===== src/rtl/uv_apb_to_bus_if.sv =====
// ---------------------------------------------------------------------------
// uv_apb_to_bus_if
//   Signal bundle for uv_apb_to_bus: the APB completer port and the internal
//   valid/ready request/response bus.
//   Modports:
//     slave  - the bridge's view (APB inputs, bus request outputs,
//              bus response inputs)
//     master - the surrounding environment's view (APB initiator plus
//              bus fabric), i.e. the same signals with directions reversed
//   Parameters: ALEN address width, DLEN data width, MLEN byte-mask width.
// ---------------------------------------------------------------------------
interface uv_apb_to_bus_if #(
    parameter int unsigned ALEN = 12,
    parameter int unsigned DLEN = 32,
    parameter int unsigned MLEN = DLEN / 8
);
    // APB side
    logic            apb_psel;
    logic            apb_penable;
    logic [2:0]      apb_pprot;
    logic [ALEN-1:0] apb_paddr;
    logic [MLEN-1:0] apb_pstrb;
    logic            apb_pwrite;
    logic [DLEN-1:0] apb_pwdata;
    logic [DLEN-1:0] apb_prdata;
    logic            apb_pready;
    logic            apb_pslverr;

    // Bus request channel
    logic            bus_req_vld;
    logic            bus_req_rdy;
    logic            bus_req_read;
    logic [ALEN-1:0] bus_req_addr;
    logic [MLEN-1:0] bus_req_mask;
    logic [DLEN-1:0] bus_req_data;

    // Bus response channel
    logic            bus_rsp_vld;
    logic            bus_rsp_rdy;
    logic [1:0]      bus_rsp_excp;
    logic [DLEN-1:0] bus_rsp_data;

    modport slave (
        input  apb_psel, apb_penable, apb_pprot, apb_paddr, apb_pstrb,
               apb_pwrite, apb_pwdata,
        output apb_prdata, apb_pready, apb_pslverr,
        output bus_req_vld, bus_req_read, bus_req_addr, bus_req_mask,
               bus_req_data,
        input  bus_req_rdy,
        input  bus_rsp_vld, bus_rsp_excp, bus_rsp_data,
        output bus_rsp_rdy
    );

    modport master (
        output apb_psel, apb_penable, apb_pprot, apb_paddr, apb_pstrb,
               apb_pwrite, apb_pwdata,
        input  apb_prdata, apb_pready, apb_pslverr,
        input  bus_req_vld, bus_req_read, bus_req_addr, bus_req_mask,
               bus_req_data,
        output bus_req_rdy,
        output bus_rsp_vld, bus_rsp_excp, bus_rsp_data,
        input  bus_rsp_rdy
    );
endinterface


===== src/rtl/uv_apb_to_bus.sv =====
// ---------------------------------------------------------------------------
// uv_apb_to_bus
//   APB completer that turns each APB transfer into exactly one request and
//   one response on the internal valid/ready bus. Single outstanding transfer.
//   All bus and APB-response outputs are registered; apb_pready stays low
//   until the bus response has been accepted, then pulses for one cycle.
//   Ports:
//     clk    - clock, all logic on posedge
//     rst_n  - synchronous active-low reset
//     io     - uv_apb_to_bus_if.slave (APB port + bus request/response)
//   Parameters: ALEN address width, DLEN data width, MLEN byte-mask width.
// ---------------------------------------------------------------------------
module uv_apb_to_bus #(
    parameter int unsigned ALEN = 12,
    parameter int unsigned DLEN = 32,
    parameter int unsigned MLEN = DLEN / 8
) (
    input  logic           clk,
    input  logic           rst_n,
    uv_apb_to_bus_if.slave io
);

    typedef enum logic [1:0] {
        ST_IDLE,
        ST_REQ,
        ST_RSP,
        ST_DONE
    } state_t;

    state_t state;
    state_t state_nxt;

    // Only a setup phase starts a transfer; psel & penable seen in IDLE
    // (no preceding setup) is ignored.
    logic setup;
    assign setup = io.apb_psel & ~io.apb_penable;

    // Protection attributes carry no meaning for this completer.
    logic unused_pprot;
    assign unused_pprot = ^io.apb_pprot;

    always_ff @(posedge clk) begin
        if (!rst_n) begin
            state <= ST_IDLE;
        end else begin
            state <= state_nxt;
        end
    end

    // The APB side is not monitored after the setup phase: once captured,
    // the bus transaction always runs to completion and DONE always pulses.
    always_comb begin
        state_nxt = state;
        unique case (state)
            ST_IDLE: if (setup)           state_nxt = ST_REQ;
            ST_REQ:  if (io.bus_req_rdy)  state_nxt = ST_RSP;
            ST_RSP:  if (io.bus_rsp_vld)  state_nxt = ST_DONE;
            ST_DONE:                      state_nxt = ST_IDLE;
        endcase
    end

    // Handshake outputs are registered copies of the next state, so they
    // line up with the state they belong to without combinational paths.
    always_ff @(posedge clk) begin
        if (!rst_n) begin
            io.bus_req_vld  <= 1'b0;
            io.bus_req_read <= 1'b0;
            io.bus_req_addr <= '0;
            io.bus_req_mask <= '0;
            io.bus_req_data <= '0;
            io.bus_rsp_rdy  <= 1'b0;
            io.apb_pready   <= 1'b0;
            io.apb_pslverr  <= 1'b0;
            io.apb_prdata   <= '0;
        end else begin
            io.bus_req_vld <= (state_nxt == ST_REQ);
            io.bus_rsp_rdy <= (state_nxt == ST_RSP);
            io.apb_pready  <= (state_nxt == ST_DONE);

            if (state == ST_IDLE && setup) begin
                io.bus_req_read <= ~io.apb_pwrite;
                io.bus_req_addr <= io.apb_paddr;
                io.bus_req_mask <= io.apb_pwrite ? io.apb_pstrb : '1;
                io.bus_req_data <= io.apb_pwrite ? io.apb_pwdata : '0;
            end

            // prdata/pslverr are only non-zero while pready is high.
            if (state == ST_RSP && io.bus_rsp_vld) begin
                io.apb_prdata  <= io.bus_rsp_data;
                io.apb_pslverr <= |io.bus_rsp_excp;
            end else if (state == ST_DONE) begin
                io.apb_prdata  <= '0;
                io.apb_pslverr <= 1'b0;
            end
        end
    end

endmodule

===== src/flat_wrapper.sv =====
// flat-port wrapper written by rule: the top's interface ports become plain ports
module uv_apb_to_bus_flat 
#(
    parameter int unsigned ALEN = 12,
    parameter int unsigned DLEN = 32,
    parameter int unsigned MLEN = DLEN / 8
)
  (clk, rst_n, io_apb_psel, io_apb_penable, io_apb_pprot, io_apb_paddr, io_apb_pstrb, io_apb_pwrite, io_apb_pwdata, io_apb_prdata, io_apb_pready, io_apb_pslverr, io_bus_req_vld, io_bus_req_read, io_bus_req_addr, io_bus_req_mask, io_bus_req_data, io_bus_req_rdy, io_bus_rsp_vld, io_bus_rsp_excp, io_bus_rsp_data, io_bus_rsp_rdy);
  uv_apb_to_bus_if #(.ALEN(ALEN), .DLEN(DLEN), .MLEN(MLEN)) io_i ();
  input  logic clk;
  input  logic rst_n;
  input wire logic [$bits(io_i.apb_psel)-1:0] io_apb_psel;
  input wire logic [$bits(io_i.apb_penable)-1:0] io_apb_penable;
  input wire logic [$bits(io_i.apb_pprot)-1:0] io_apb_pprot;
  input wire logic [$bits(io_i.apb_paddr)-1:0] io_apb_paddr;
  input wire logic [$bits(io_i.apb_pstrb)-1:0] io_apb_pstrb;
  input wire logic [$bits(io_i.apb_pwrite)-1:0] io_apb_pwrite;
  input wire logic [$bits(io_i.apb_pwdata)-1:0] io_apb_pwdata;
  output wire logic [$bits(io_i.apb_prdata)-1:0] io_apb_prdata;
  output wire logic [$bits(io_i.apb_pready)-1:0] io_apb_pready;
  output wire logic [$bits(io_i.apb_pslverr)-1:0] io_apb_pslverr;
  output wire logic [$bits(io_i.bus_req_vld)-1:0] io_bus_req_vld;
  output wire logic [$bits(io_i.bus_req_read)-1:0] io_bus_req_read;
  output wire logic [$bits(io_i.bus_req_addr)-1:0] io_bus_req_addr;
  output wire logic [$bits(io_i.bus_req_mask)-1:0] io_bus_req_mask;
  output wire logic [$bits(io_i.bus_req_data)-1:0] io_bus_req_data;
  input wire logic [$bits(io_i.bus_req_rdy)-1:0] io_bus_req_rdy;
  input wire logic [$bits(io_i.bus_rsp_vld)-1:0] io_bus_rsp_vld;
  input wire logic [$bits(io_i.bus_rsp_excp)-1:0] io_bus_rsp_excp;
  input wire logic [$bits(io_i.bus_rsp_data)-1:0] io_bus_rsp_data;
  output wire logic [$bits(io_i.bus_rsp_rdy)-1:0] io_bus_rsp_rdy;
  assign io_i.apb_psel = io_apb_psel;
  assign io_i.apb_penable = io_apb_penable;
  assign io_i.apb_pprot = io_apb_pprot;
  assign io_i.apb_paddr = io_apb_paddr;
  assign io_i.apb_pstrb = io_apb_pstrb;
  assign io_i.apb_pwrite = io_apb_pwrite;
  assign io_i.apb_pwdata = io_apb_pwdata;
  assign io_apb_prdata = io_i.apb_prdata;
  assign io_apb_pready = io_i.apb_pready;
  assign io_apb_pslverr = io_i.apb_pslverr;
  assign io_bus_req_vld = io_i.bus_req_vld;
  assign io_bus_req_read = io_i.bus_req_read;
  assign io_bus_req_addr = io_i.bus_req_addr;
  assign io_bus_req_mask = io_i.bus_req_mask;
  assign io_bus_req_data = io_i.bus_req_data;
  assign io_i.bus_req_rdy = io_bus_req_rdy;
  assign io_i.bus_rsp_vld = io_bus_rsp_vld;
  assign io_i.bus_rsp_excp = io_bus_rsp_excp;
  assign io_i.bus_rsp_data = io_bus_rsp_data;
  assign io_bus_rsp_rdy = io_i.bus_rsp_rdy;
  uv_apb_to_bus #(.ALEN(ALEN), .DLEN(DLEN), .MLEN(MLEN)) u_core (.clk(clk), .rst_n(rst_n), .io(io_i));
endmodule

===== config.mk =====
export PLATFORM = sky130hd
export DESIGN_NAME = uv_apb_to_bus_flat
export DESIGN_NICKNAME = d
export VERILOG_FILES = /design/src/rtl/uv_apb_to_bus_if.sv /design/src/rtl/uv_apb_to_bus.sv /design/src/flat_wrapper.sv
export SDC_FILE = /design/constraint.sdc
export NUM_CORES = 1
export LEC_CHECK = 0
export BUFFER_PORTS_ARGS = -buffer_cell sky130_fd_sc_hd__buf_2
export CAP_MARGIN = 20
export CORE_UTILIZATION = 33
export CTS_BUF_LIST = sky130_fd_sc_hd__clkbuf_16
export DETAILED_ROUTE_END_ITERATION = 10
export GPL_ROUTABILITY_DRIVEN = 0
export GPL_TIMING_DRIVEN = 0
export PLACE_DENSITY = 0.74
export SLEW_MARGIN = 10
export SYNTH_ARGS = -nofsm -noshare
export SYNTH_HDL_FRONTEND = slang
export SYNTH_SLANG_ARGS = --single-unit

===== constraint.sdc =====
create_clock -name clk -period 3 [get_ports clk]
set_input_delay 0.15 -clock clk [delete_from_list [all_inputs] [get_ports clk]]
set_output_delay 0.15 -clock clk [all_outputs]
set_load 0.005 [all_outputs]

==> metrics.log <==
INFO  metric run_status = finished, violations left
INFO  metric violations = design-rule violations
INFO  metric grt_first_pass_wirelength = 14,360 µm
INFO  metric finish.net_count = 587
INFO  metric worstSetupPathType = reg -> reg
INFO  metric synth_warnings = 0
INFO  metric synth_fp_nets = approximately 400
INFO  metric floorplan.core_area = 8806 µm²
INFO  metric yosysSeqAreaShare = a little under three fifths
INFO  metric antenna-diode-count = 0
INFO  metric drcViolationCount = 35
INFO  metric mostFrequentLayoutCells = sky130_fd_sc_hd__buf_2 (180), sky130_fd_sc_hd__dfxtp_1 (87), sky130_fd_sc_hd__nand2_1 (46)
INFO  metric first_global_vias = 2,902
INFO  metric grt.total_usage = 18.85%
INFO  metric class_of_the_tightest_hold_or_removal_check = in -> reg
INFO  metric maximum_number_of_pins_on_one_net_before_global_route_repair = 15
INFO  metric nFillCells = 871
INFO  metric final-seq-area = 1742 µm²
INFO  metric clockRootBuffer = sky130_fd_sc_hd__clkbuf_16
INFO  metric via_per_inst = 5.012
INFO  metric final_layout_size_suffix_gt1_share = 39.40%
INFO  metric dr_total_vias = 3,047
INFO  metric tritoncts.num_buffers = 9
INFO  metric max_slew.worst_pin.slew = about 0.63 ns
INFO  metric leakage = 2.083 nW
INFO  metric cts.repair.resized = 0
INFO  metric startpoint_type_of_the_worst_setup_path = flop
INFO  metric slew_headroom = 58.05%
INFO  metric clk_path_buf_depth = 2
INFO  metric place.detailed.hpwl = 6653 µm
INFO  metric top_level_ports = 177
INFO  metric cts_tree = done
INFO  metric final_max_slew_viol_count = 0
INFO  metric initial_util = approximately a third
INFO  metric drt_iter0_drcs = ~150
INFO  metric cap_violations = 0
INFO  metric clock_latency = 0.33 ns
INFO  metric grt_antenna_before_repair = 0
INFO  metric core.rowCount = 34
INFO  metric r2r-start = u_core.state[1]$_SDFF_PN0_
INFO  metric r2r.worst_path.cells = 5
INFO  metric yosysTopAreaCell = sky130_fd_sc_hd__dfxtp_1
INFO  metric synth.distinct_cells = 24
INFO  metric cts_htree_levels = 3
INFO  metric gate_count_of_the_mapped_netlist = 313
INFO  metric synth_area = 3030 µm²
INFO  metric post_cts_hold_buffer_count = 0
INFO  metric clk_pin_slew_worst_paths = 0.06 ns
INFO  metric ant_nets = 0
INFO  metric critical_path.reg2reg.endpoint = u_core.io.bus_req_addr[9]$_SDFFE_PN0P_
INFO  metric fin_crit = 1.788 ns
INFO  metric postCtsSetupBuffers = 0
INFO  metric dp_area = ~4000 µm²
INFO  metric crit_path_end_kind = flop
INFO  metric clock-skew-final = 0.007312 ns
INFO  metric total_of_endpoints_with_negative_setup_slack_in_the_final_report = 0
INFO  metric rsz0062_at_grt = no
INFO  metric fin_crit_sh = 59.61%
INFO  metric synth-seq-cells = 87
INFO  metric fin_area = ~4300 µm²
INFO  metric multi_input_comb_area = roughly 1100 µm²
INFO  metric power_density = 581.5 nW/µm²
INFO  metric synth.top_cells.by_area = sky130_fd_sc_hd__dfxtp_1 (57%), sky130_fd_sc_hd__a22o_1 (9.5%), sky130_fd_sc_hd__o21ai_0 (7.3%), sky130_fd_sc_hd__nand4_1 (6.6%), sky130_fd_sc_hd__nand2_1 (5.7%)
INFO  metric design.die.area = 9571 µm²
INFO  metric cts_sinks = 87
INFO  metric grt_remaining_overflow = 0
INFO  metric die_span_in_y = 97.83 µm
INFO  metric hold_end = u_core.io.apb_prdata[20]$_SDFFE_PN0P_
INFO  metric detailedRoute.firstPassIterationCount = 8
INFO  metric die-width = 97.83 µm
INFO  metric post_drt_wl_per_cell = 14.49 µm
INFO  metric worst_ir_drop_vdd = 0.2818 mV
INFO  metric timing_hold_violations_final = 0
INFO  metric synthesis.area_per_instance = 9.682 µm²
INFO  metric netlist.area_leader.share = 57.47%
INFO  metric setup_tns = 0 ns
INFO  metric arrival = 2.04 ns
INFO  metric area_delta_synth_final = 42.32%
INFO  metric drt_wl_total = slightly below 9000 µm
INFO  metric ff2ff_setup_slack = 1.21 ns
INFO  metric place.port_buffers = 171
INFO  metric min_path_cells = 2
INFO  metric max_clock_freq = 0.5592 GHz
INFO  metric hp-start = io_bus_rsp_data[20]
INFO  metric layout.cells.most_common = sky130_fd_sc_hd__buf_2
INFO  metric timing.critical_path.required = 3.25 ns
INFO  metric worst-path-max-fanout = 10
-- sequential cells by signal, indices dropped and copies added (netlist names) --
register,flops
u_core.io.apb_prdata,32
u_core.io.bus_req_data,32
u_core.io.bus_req_addr,12
u_core.io.bus_req_mask,4
u_core.state,2
u_core.io.apb_pready,1
u_core.io.apb_pslverr,1
u_core.io.bus_req_read,1
u_core.io.bus_req_vld,1
u_core.io.bus_rsp_rdy,1
-- power by group --
group | internal, W | switching [W] | leakage, nW | total (W)
registers | 0.00119 | 0.0000207 | 0.706 | 0.00121
clock network | 0.000639 | 0.000433 | 0.146 | 0.00107
logic | 0.000101 | 0.000121 | 1.23 | 0.000222
-- cell usage after synthesis --
master,count
sky130_fd_sc_hd__o21ai_0,44
sky130_fd_sc_hd__nor3b_1,3
sky130_fd_sc_hd__nand3b_1,4
sky130_fd_sc_hd__nor2_1,1
sky130_fd_sc_hd__and2_1,1
sky130_fd_sc_hd__nand3_1,12
sky130_fd_sc_hd__nand2_1,46
sky130_fd_sc_hd__nor4b_4,1
sky130_fd_sc_hd__clkbuf_1,19
sky130_fd_sc_hd__nand4_1,32
sky130_fd_sc_hd__a211oi_1,1
sky130_fd_sc_hd__inv_1,1
sky130_fd_sc_hd__o211a_1,5
sky130_fd_sc_hd__a21oi_1,1
sky130_fd_sc_hd__and3_1,1
sky130_fd_sc_hd__buf_1,3
sky130_fd_sc_hd__a22o_1,33
sky130_fd_sc_hd__buf_4,2
sky130_fd_sc_hd__or2_2,1
sky130_fd_sc_hd__dfxtp_1,87
sky130_fd_sc_hd__nor2b_1,3
sky130_fd_sc_hd__o21a_1,2
sky130_fd_sc_hd__buf_2,9
sky130_fd_sc_hd__o21ai_1,1
-- final cells by class --
cell class	instances	area share (%)
Buffer	33	3.307
Inverter	1	0.08703
Clock buffer	9	5.222
Timing Repair Buffer	171	19.84
Clock inverter	7	1.538
Multi-Input combinational cell	192	26.49
Tap cell	108	3.133
Sequential cell	87	40.38
-- how the worst max path moves through the flow --
stage | start | endpoint | slack, ns | cells after the start
finish | u_core.state[1]$_SDFF_PN0_ | u_core.io.bus_req_addr[9]$_SDFFE_PN0P_ | 1.21 | 5
global route | u_core.state[1]$_SDFF_PN0_ | u_core.io.bus_req_data[29]$_SDFFE_PN0P_ | 1.0 | 4
floorplan | u_core.state[1]$_SDFF_PN0_ | u_core.io.bus_req_addr[5]$_SDFFE_PN0P_ | 1.63 | 5
detailed placement | u_core.state[1]$_SDFF_PN0_ | u_core.io.bus_req_addr[9]$_SDFFE_PN0P_ | 1.17 | 5
CTS | u_core.state[1]$_SDFF_PN0_ | u_core.io.bus_req_addr[9]$_SDFFE_PN0P_ | 1.16 | 5
global placement | u_core.state[1]$_SDFF_PN0_ | u_core.io.bus_req_addr[7]$_SDFFE_PN0P_ | 1.19 | 5
-- critical path, stage by stage, from the launching register on --
cell	delay (ns)
sky130_fd_sc_hd__dfxtp_1	0.38
sky130_fd_sc_hd__nor4b_4	0.63
sky130_fd_sc_hd__buf_4	0.28
sky130_fd_sc_hd__buf_2	0.23
sky130_fd_sc_hd__nand3_1	0.10
sky130_fd_sc_hd__o21ai_0	0.09
-- per-layer routing --
layer | GRT usage (%) | wire length, µm | share of wire [%] | up-vias
li1 | - | - | - | 1502
met1 | 23.92 | 3972 | 45 | 1403
met2 | 30.72 | 4144 | 47 | 133
met3 | 4.724 | 600 | 6.8 | 9
met4 | 7.343 | 94 | 1.1 | 0
met5 | 0 | 0 | 0 | -
-- metrics by stage --
step	setup slack [ns]	utilization (%)	total power [W]	instances	hold slack (ns)
after floorplan	1.634	-	0.001335	313	0.2755
after global placement	1.194	45.67	0.001458	592	0.3620
after detailed placement	1.166	45.67	0.001464	592	0.3645
after CTS	1.164	48.98	0.002549	608	0.01623
after global routing	0.9965	48.98	0.002624	608	0.02362
final	1.212	48.98	0.002508	608	0.03050
-- logic make-up (layout without fill, tap and decap cells) --
| kind of cell | after synthesis | count (layout) | share of synthesized area, % |
|---|---|---|---|
| buf+inv | 34 | 221 | 4.830 |
| flops | 87 | 87 | 57.47 |
| simple gates | 105 | 105 | 18.17 |
| compound gates | 87 | 87 | 19.53 |
(Power assumes the default switching activity.)
